$ cat config.mk
export PLATFORM = sky130hd
export DESIGN_NAME = score_qk
export DESIGN_NICKNAME = d
export VERILOG_FILES = /design/src/rtl/score_qk.sv
export SDC_FILE = /design/constraint.sdc
export NUM_CORES = 2
export LEC_CHECK = 0
export CORE_MARGIN = 8
export CORE_UTILIZATION = 37
export CTS_CLUSTER_SIZE = 20
export DETAILED_ROUTE_END_ITERATION = 12
export PLACE_DENSITY = 0.63
export SYNTH_ARGS = -nofsm -noshare
export SYNTH_HDL_FRONTEND = slang
export SYNTH_SLANG_ARGS = --single-unit
$ cat constraint.sdc
create_clock -name clk -period 14.4 [get_ports clk]
set_input_delay 2.88 -clock clk [delete_from_list [all_inputs] [get_ports clk]]
set_output_delay 2.88 -clock clk [all_outputs]
set_load 0.02 [all_outputs]
$ cat src/rtl/score_qk.sv
`default_nettype none
// ============================================================================
//  Module      : score_qk
//  Description : Attention score engine. For every pair of rows (i, j) of the
//                Q and K matrices it computes the int8 dot product over the
//                head dimension, shifts it arithmetically right by SHIFT,
//                saturates it to int8 and packs eight scores per 64-bit word
//                into the score area of a shared word-addressed memory.
//  Revision    : 1.0 - initial release
// ----------------------------------------------------------------------------
//  Ports
//    clk       in   1   rising-edge clock
//    rst_n     in   1   synchronous active-low reset
//    start     in   1   level request, sampled only while idle
//    done      out  1   high while the finished run is being held
//    write_en  out  1   memory write strobe (one cycle per score word)
//    addr      out  32  memory word address
//    data_in   out  64  write data towards memory
//    data_out  in   64  read data, valid one cycle after addr (write_en=0)
// ----------------------------------------------------------------------------
//  Build option
//    SCORE_ROUND_EN  when defined, 1<<(SHIFT-1) is added before the shift
//                    (round half up); otherwise the shift truncates (floor).
//  SEQ_LEN must be a multiple of 8; SHIFT must be at least 1.
// ============================================================================
module score_qk #(
    parameter int SEQ_LEN   = 16,
    parameter int DIM_WORDS = 4,
    parameter int Q_BASE    = 2048,
    parameter int K_BASE    = 2176,
    parameter int S_BASE    = 2560,
    parameter int SHIFT     = 7
) (
    input  logic        clk,
    input  logic        rst_n,
    input  logic        start,
    output logic        done,
    output logic        write_en,
    output logic [31:0] addr,
    output logic [63:0] data_in,
    input  logic [63:0] data_out
);

    localparam int IW = (SEQ_LEN   > 1) ? $clog2(SEQ_LEN)   : 1;
    localparam int WW = (DIM_WORDS > 1) ? $clog2(DIM_WORDS) : 1;

    localparam logic [IW-1:0] c_LAST_ROW  = IW'(SEQ_LEN - 1);
    localparam logic [WW-1:0] c_LAST_WORD = WW'(DIM_WORDS - 1);
    localparam int            c_S_WORDS_PER_ROW = SEQ_LEN / 8;

`ifdef SCORE_ROUND_EN
    localparam logic signed [31:0] c_ROUND = 32'sd1 <<< (SHIFT - 1);
`else
    localparam logic signed [31:0] c_ROUND = 32'sd0;
`endif

    localparam logic signed [31:0] c_SAT_HI = 32'sd127;
    localparam logic signed [31:0] c_SAT_LO = -32'sd128;

    // FSM encoding
    localparam logic [2:0] ST_IDLE      = 3'd0;
    localparam logic [2:0] ST_LOAD_Q    = 3'd1;
    localparam logic [2:0] ST_LOAD_K    = 3'd2;
    localparam logic [2:0] ST_MAC_DRAIN = 3'd3;
    localparam logic [2:0] ST_WRITE     = 3'd4;
    localparam logic [2:0] ST_DONE      = 3'd5;

    logic [2:0]         state_q, state_d;
    logic [IW-1:0]      i_q, i_d;           // Q row index
    logic [IW-1:0]      j_q, j_d;           // K row index
    logic [WW-1:0]      w_q, w_d;           // word index within a row
    logic               rd_vld_q, rd_vld_d; // a read was issued last cycle
    logic               rd_k_q, rd_k_d;     // ... and it targeted a K row
    logic [WW-1:0]      rd_w_q, rd_w_d;     // ... at this word index
    logic signed [31:0] acc_q, acc_d;
    logic [63:0]        score_q, score_d;   // eight packed scores of row i
    logic [63:0]        qbuf_q [DIM_WORDS];

    logic signed [31:0] w_lane_dot;
    logic signed [31:0] w_acc_sum;
    logic signed [31:0] w_rounded;
    logic signed [31:0] w_shifted;
    logic [7:0]         w_score;

    // Dot product of eight signed int8 lanes, sign-extended to 32 bits.
    function automatic logic signed [31:0] f_dot8(input logic [63:0] a,
                                                  input logic [63:0] b);
        logic signed [31:0] sum;
        logic signed [7:0]  la;
        logic signed [7:0]  lb;
        logic signed [15:0] prod;
        sum = '0;
        for (int l = 0; l < 8; l++) begin
            la   = a[8*l +: 8];
            lb   = b[8*l +: 8];
            prod = la * lb;
            sum  = sum + {{16{prod[15]}}, prod};
        end
        return sum;
    endfunction

    // The K word returned this cycle is paired with the Q word of the same
    // index; in MAC_DRAIN this sum already includes the last word of the row.
    always_comb begin
        w_lane_dot = f_dot8(qbuf_q[rd_w_q], data_out);
        w_acc_sum  = acc_q + w_lane_dot;
        w_rounded  = w_acc_sum + c_ROUND;
        w_shifted  = w_rounded >>> SHIFT;
        if (w_shifted > c_SAT_HI) begin
            w_score = 8'h7F;
        end else if (w_shifted < c_SAT_LO) begin
            w_score = 8'h80;
        end else begin
            w_score = w_shifted[7:0];
        end
    end

    always_comb begin
        state_d  = state_q;
        i_d      = i_q;
        j_d      = j_q;
        w_d      = w_q;
        rd_vld_d = 1'b0;
        rd_k_d   = 1'b0;
        rd_w_d   = w_q;
        acc_d    = acc_q;
        score_d  = score_q;

        if (rd_vld_q && rd_k_q) begin
            acc_d = w_acc_sum;
        end

        case (state_q)
            ST_IDLE: begin
                if (start) begin
                    state_d = ST_LOAD_Q;
                    i_d     = '0;
                    j_d     = '0;
                    w_d     = '0;
                    acc_d   = '0;
                    score_d = '0;
                end
            end
            ST_LOAD_Q: begin
                rd_vld_d = 1'b1;
                acc_d    = '0;
                if (w_q == c_LAST_WORD) begin
                    w_d     = '0;
                    state_d = ST_LOAD_K;
                end else begin
                    w_d = w_q + 1'b1;
                end
            end
            ST_LOAD_K: begin
                rd_vld_d = 1'b1;
                rd_k_d   = 1'b1;
                if (w_q == c_LAST_WORD) begin
                    w_d     = '0;
                    state_d = ST_MAC_DRAIN;
                end else begin
                    w_d = w_q + 1'b1;
                end
            end
            ST_MAC_DRAIN: begin
                score_d[{j_q[2:0], 3'b000} +: 8] = w_score;
                acc_d = '0;
                if (j_q[2:0] == 3'd7) begin
                    state_d = ST_WRITE;
                end else begin
                    j_d     = j_q + 1'b1;
                    state_d = ST_LOAD_K;
                end
            end
            ST_WRITE: begin
                score_d = '0;
                if (j_q == c_LAST_ROW) begin
                    j_d = '0;
                    if (i_q == c_LAST_ROW) begin
                        state_d = ST_DONE;
                    end else begin
                        i_d     = i_q + 1'b1;
                        state_d = ST_LOAD_Q;
                    end
                end else begin
                    j_d     = j_q + 1'b1;
                    state_d = ST_LOAD_K;
                end
            end
            ST_DONE: begin
                if (!start) begin
                    state_d = ST_IDLE;
                end
            end
            default: begin
                state_d = ST_IDLE;
            end
        endcase
    end

    always_ff @(posedge clk) begin
        if (!rst_n) begin
            state_q  <= ST_IDLE;
            i_q      <= '0;
            j_q      <= '0;
            w_q      <= '0;
            rd_vld_q <= 1'b0;
            rd_k_q   <= 1'b0;
            rd_w_q   <= '0;
            acc_q    <= '0;
            score_q  <= '0;
        end else begin
            state_q  <= state_d;
            i_q      <= i_d;
            j_q      <= j_d;
            w_q      <= w_d;
            rd_vld_q <= rd_vld_d;
            rd_k_q   <= rd_k_d;
            rd_w_q   <= rd_w_d;
            acc_q    <= acc_d;
            score_q  <= score_d;
        end
    end

    // Q row buffer, filled from the reads issued in LOAD_Q.
    always_ff @(posedge clk) begin
        if (!rst_n) begin
            for (int k = 0; k < DIM_WORDS; k++) begin
                qbuf_q[k] <= '0;
            end
        end else if (rd_vld_q && !rd_k_q) begin
            qbuf_q[rd_w_q] <= data_out;
        end
    end

    // Outputs decode directly from registered state, so they are never X
    // once reset has been applied.
    always_comb begin
        done     = (state_q == ST_DONE);
        write_en = (state_q == ST_WRITE);
        data_in  = (state_q == ST_WRITE) ? score_q : 64'd0;
        case (state_q)
            ST_LOAD_Q: addr = 32'(Q_BASE) + 32'(i_q) * 32'(DIM_WORDS) + 32'(w_q);
            ST_LOAD_K: addr = 32'(K_BASE) + 32'(j_q) * 32'(DIM_WORDS) + 32'(w_q);
            ST_WRITE:  addr = 32'(S_BASE) + 32'(i_q) * 32'(c_S_WORDS_PER_ROW)
                              + 32'(j_q >> 3);
            default:   addr = 32'd0;
        endcase
    end

endmodule
`default_nettype wire
==> results_dict.tcl <==
set metrics [dict create \
    routabilityCongestion 0.936 \
    ys_seq_elements 369 \
    synth_top_cell_area_share_pct 36.7 \
    clk_pin_slew_ns 0.06 \
    nNetsFinal 5246 \
    status "completed" \
    grt_pass1_wl_um 188000 \
    synth.area.top_cells "fa_1 37%, edfxtp_1 18%, ha_1 8.0%, inv_1 7.8%, and2_1 6.6%" \
    postCtsSetupBuffers 0 \
    chipHeight_um 358 \
    cts_resized 0 \
    cp-start-kind "input pin" \
    crit_slowest_cell "fa_1" \
    relSlewSlack_pct 17.8 \
    synth.distinct_cells 91 \
    postSynth.asyncResetShare_pct 0 \
    hold_buffers 0 \
    grt-ovfl-total 0 \
    grt_pass1_vias 31000 \
    syn_area_um2 43400 \
    pin_count 165 \
    layout-drive-gt1-share_pct 5.89 \
    synth-compound-area-share_pct 3.96 \
    firstDrtPassIters 6 \
    finalCriticalPeriod_ns 13.03 \
    cts_buffers 47 \
    clock_path_buffers 3 \
    slew_violations 0 \
    htreeDepth 2 \
    arrival_ns 13.50 \
    worstPathMaxFanout 12 \
    yosys.area_share.simple_pct 14.6 \
    mostFrequentLayoutCells "904 x inv_1, 795 x fa_1, 458 x and2_1, 326 x nand2_1, 278 x ha_1" \
    skew_ns 0.0381 \
    synth_mux_area_share_pct 3.47 \
    vias 28100 \
    fp-row-count 125 \
    max_cap_violations 0 \
    hp-class "flip-flop to flip-flop" \
    synth_top_cell_by_area "fa_1" \
    drtAntennaViolNets 0 \
    path_class "input pin to flip-flop" \
    clock_latency_ns 0.62 \
    tightest_slew_ns 1.23 \
    holdWs_ns 0.452 \
    synth_seq_area_share_pct 22.9 \
    cpPeakStageDelay_ns 0.81 \
    drc 0 \
    period_share_pct 90.5 \
    syn_inst 4032 \
    rsz0062_at_grt "no" \
    synth_edf_count 256 \
    area_growth_pct 10.7 \
    hold_viol 0 \
    cp_common_cell "fa_1" \
    die_area_um2 129000 \
    critPathCaptureType "flip-flop" \
    r2r_setup_slack_ns 2.53 \
    viasPerCell 4.96 \
    fin_setup_tns_ns 0 \
    finalSetupViolations 0 \
    n_fill_cell 11000 \
    clock_sinks 369 \
    wl_per_cell_um 20.8 \
    synth_warnings 0 \
    grt_max_degree 81 \
    tritoncts "done" \
    synth_top_family_by_area "adder cells" \
    die_w_um 358 \
    port_buffers 141 \
    wirelength_um 118000 \
    initial_core_util_pct 37.3 \
    globalRouteTotalUtil_pct 19.1 \
    hpwl_um 94900 \
    layout_commonest_cell "inv_1" \
    max_freq_ghz 0.0768 \
    antenna_found_initial 6 \
    synthXorXnorAreaFrac_pct 0.605 \
    postSynthAreaPerCell_um2 10.8 \
    ys.flop_type "edfxtp_1" \
    cts_root_buf "clkbuf_16" \
    synthAdderAreaFrac_pct 44.7 \
    first_iter_violations 1954 \
    worstPathRequired_ns 14.87 \
    core-area_um2 116000 \
]
[cells by family (layout without fill, tap and decap cells)]
family                     count (synthesis)  count (layout)
and+or+nand+nor                         1172            1172
buffers and inverters                   1084            1173
adders and majority gates               1073            1073
DFF                                      369             369
AOI/OAI and AO/OA                        233             233
muxes                                     70              70
xor gates and xnor gates                  30              30
other                                      1              26
[worst paths after layout]
path                                                from                  endpoint  cells past startpoint
worst max-delay path                        data_out[48]  score_q[19]$_SDFFE_PN0P_                     27
worst min register to register  score_q[42]$_SDFFE_PN0P_  score_q[42]$_SDFFE_PN0P_                      2
worst min-delay path            score_q[42]$_SDFFE_PN0P_  score_q[42]$_SDFFE_PN0P_                      2
worst max register to register      rd_w_q[0]$_SDFF_PN0_  score_q[19]$_SDFFE_PN0P_                     29
[stage by stage]
step / instance area, um^2 / std cells / worst slack [ns] / utilization, %
after floorplan: 43500 / 4054 / 2.22 / -
after global placement: 46400 / 5581 / 0.878 / 39.9
after detailed placement: 46400 / 5581 / 0.765 / 39.9
after CTS: 48000 / 5667 / 1.37 / 41.3
after global routing: 48000 / 5668 / 0.811 / 41.3
final: 48000 / 5670 / 1.37 / 41.3
[critical path: cells and delay by family]
kind / cells / cell delay, ns
adders and majority gates: 11 / 6.29
AOI/OAI and AO/OA: 6 / 1.75
buffers and inverters: 6 / 1.30
and+or+nand+nor: 3 / 0.93
muxes: 1 / 0.34
[synthesized netlist by cell type (6+ instances only)]
master,count
nor3_1,17
nor4_1,8
and3_1,129
o31ai_1,49
o211ai_1,10
xnor2_1,23
ha_1,278
fa_1,795
nor2b_1,36
mux4_2,64
a22oi_1,6
clkbuf_1,135
nand3_1,12
o21ai_1,9
nand2_1,326
edfxtp_1,256
nand4_1,15
o21ai_0,24
nor2_4,6
nor2_1,97
buf_4,24
xor2_1,7
a21oi_1,62
buf_1,10
a21oi_2,7
inv_1,904
dfxtp_1,113
nand2b_1,38
a21o_1,7
and2_1,458
[area by class of cell]
cell class | count | area, um^2 | share of cell area (%)
antenna | 3 | 7.51 | 0.0156
multi-input combinational | 2601 | 29400 | 61.2
clock buffer | 54 | 1230 | 2.57
tap | 1524 | 1910 | 3.97
inverter | 906 | 3400 | 7.08
sequential | 369 | 9960 | 20.7
timing repair buffer | 181 | 1710 | 3.56
clock inverter | 32 | 424 | 0.883
[state kept, by name, indices dropped and copies added (netlist names)]
register	count
acc_q	32
i_q	4
j_q	4
qbuf_q	256
rd_k_q	1
rd_vld_q	1
rd_w_d	2
rd_w_q	2
score_q	64
state_q	3
[per-layer routing]
| layer | wire length, um | track usage, % | vias up | part of all wire [%] |
|---|---|---|---|---|
| li1 | - | - | 12600 | - |
| met1 | 48700 | 24.5 | 14500 | 41 |
| met2 | 57400 | 32.1 | 842 | 49 |
| met3 | 6470 | 2.98 | 217 | 5.5 |
| met4 | 5460 | 7.60 | 0 | 4.6 |
| met5 | 0 | 0 | - | 0 |
Power is left out: the tool's default activity adds up to more than one toggle a clock period on the data nets, which glitch-free logic cannot reach.
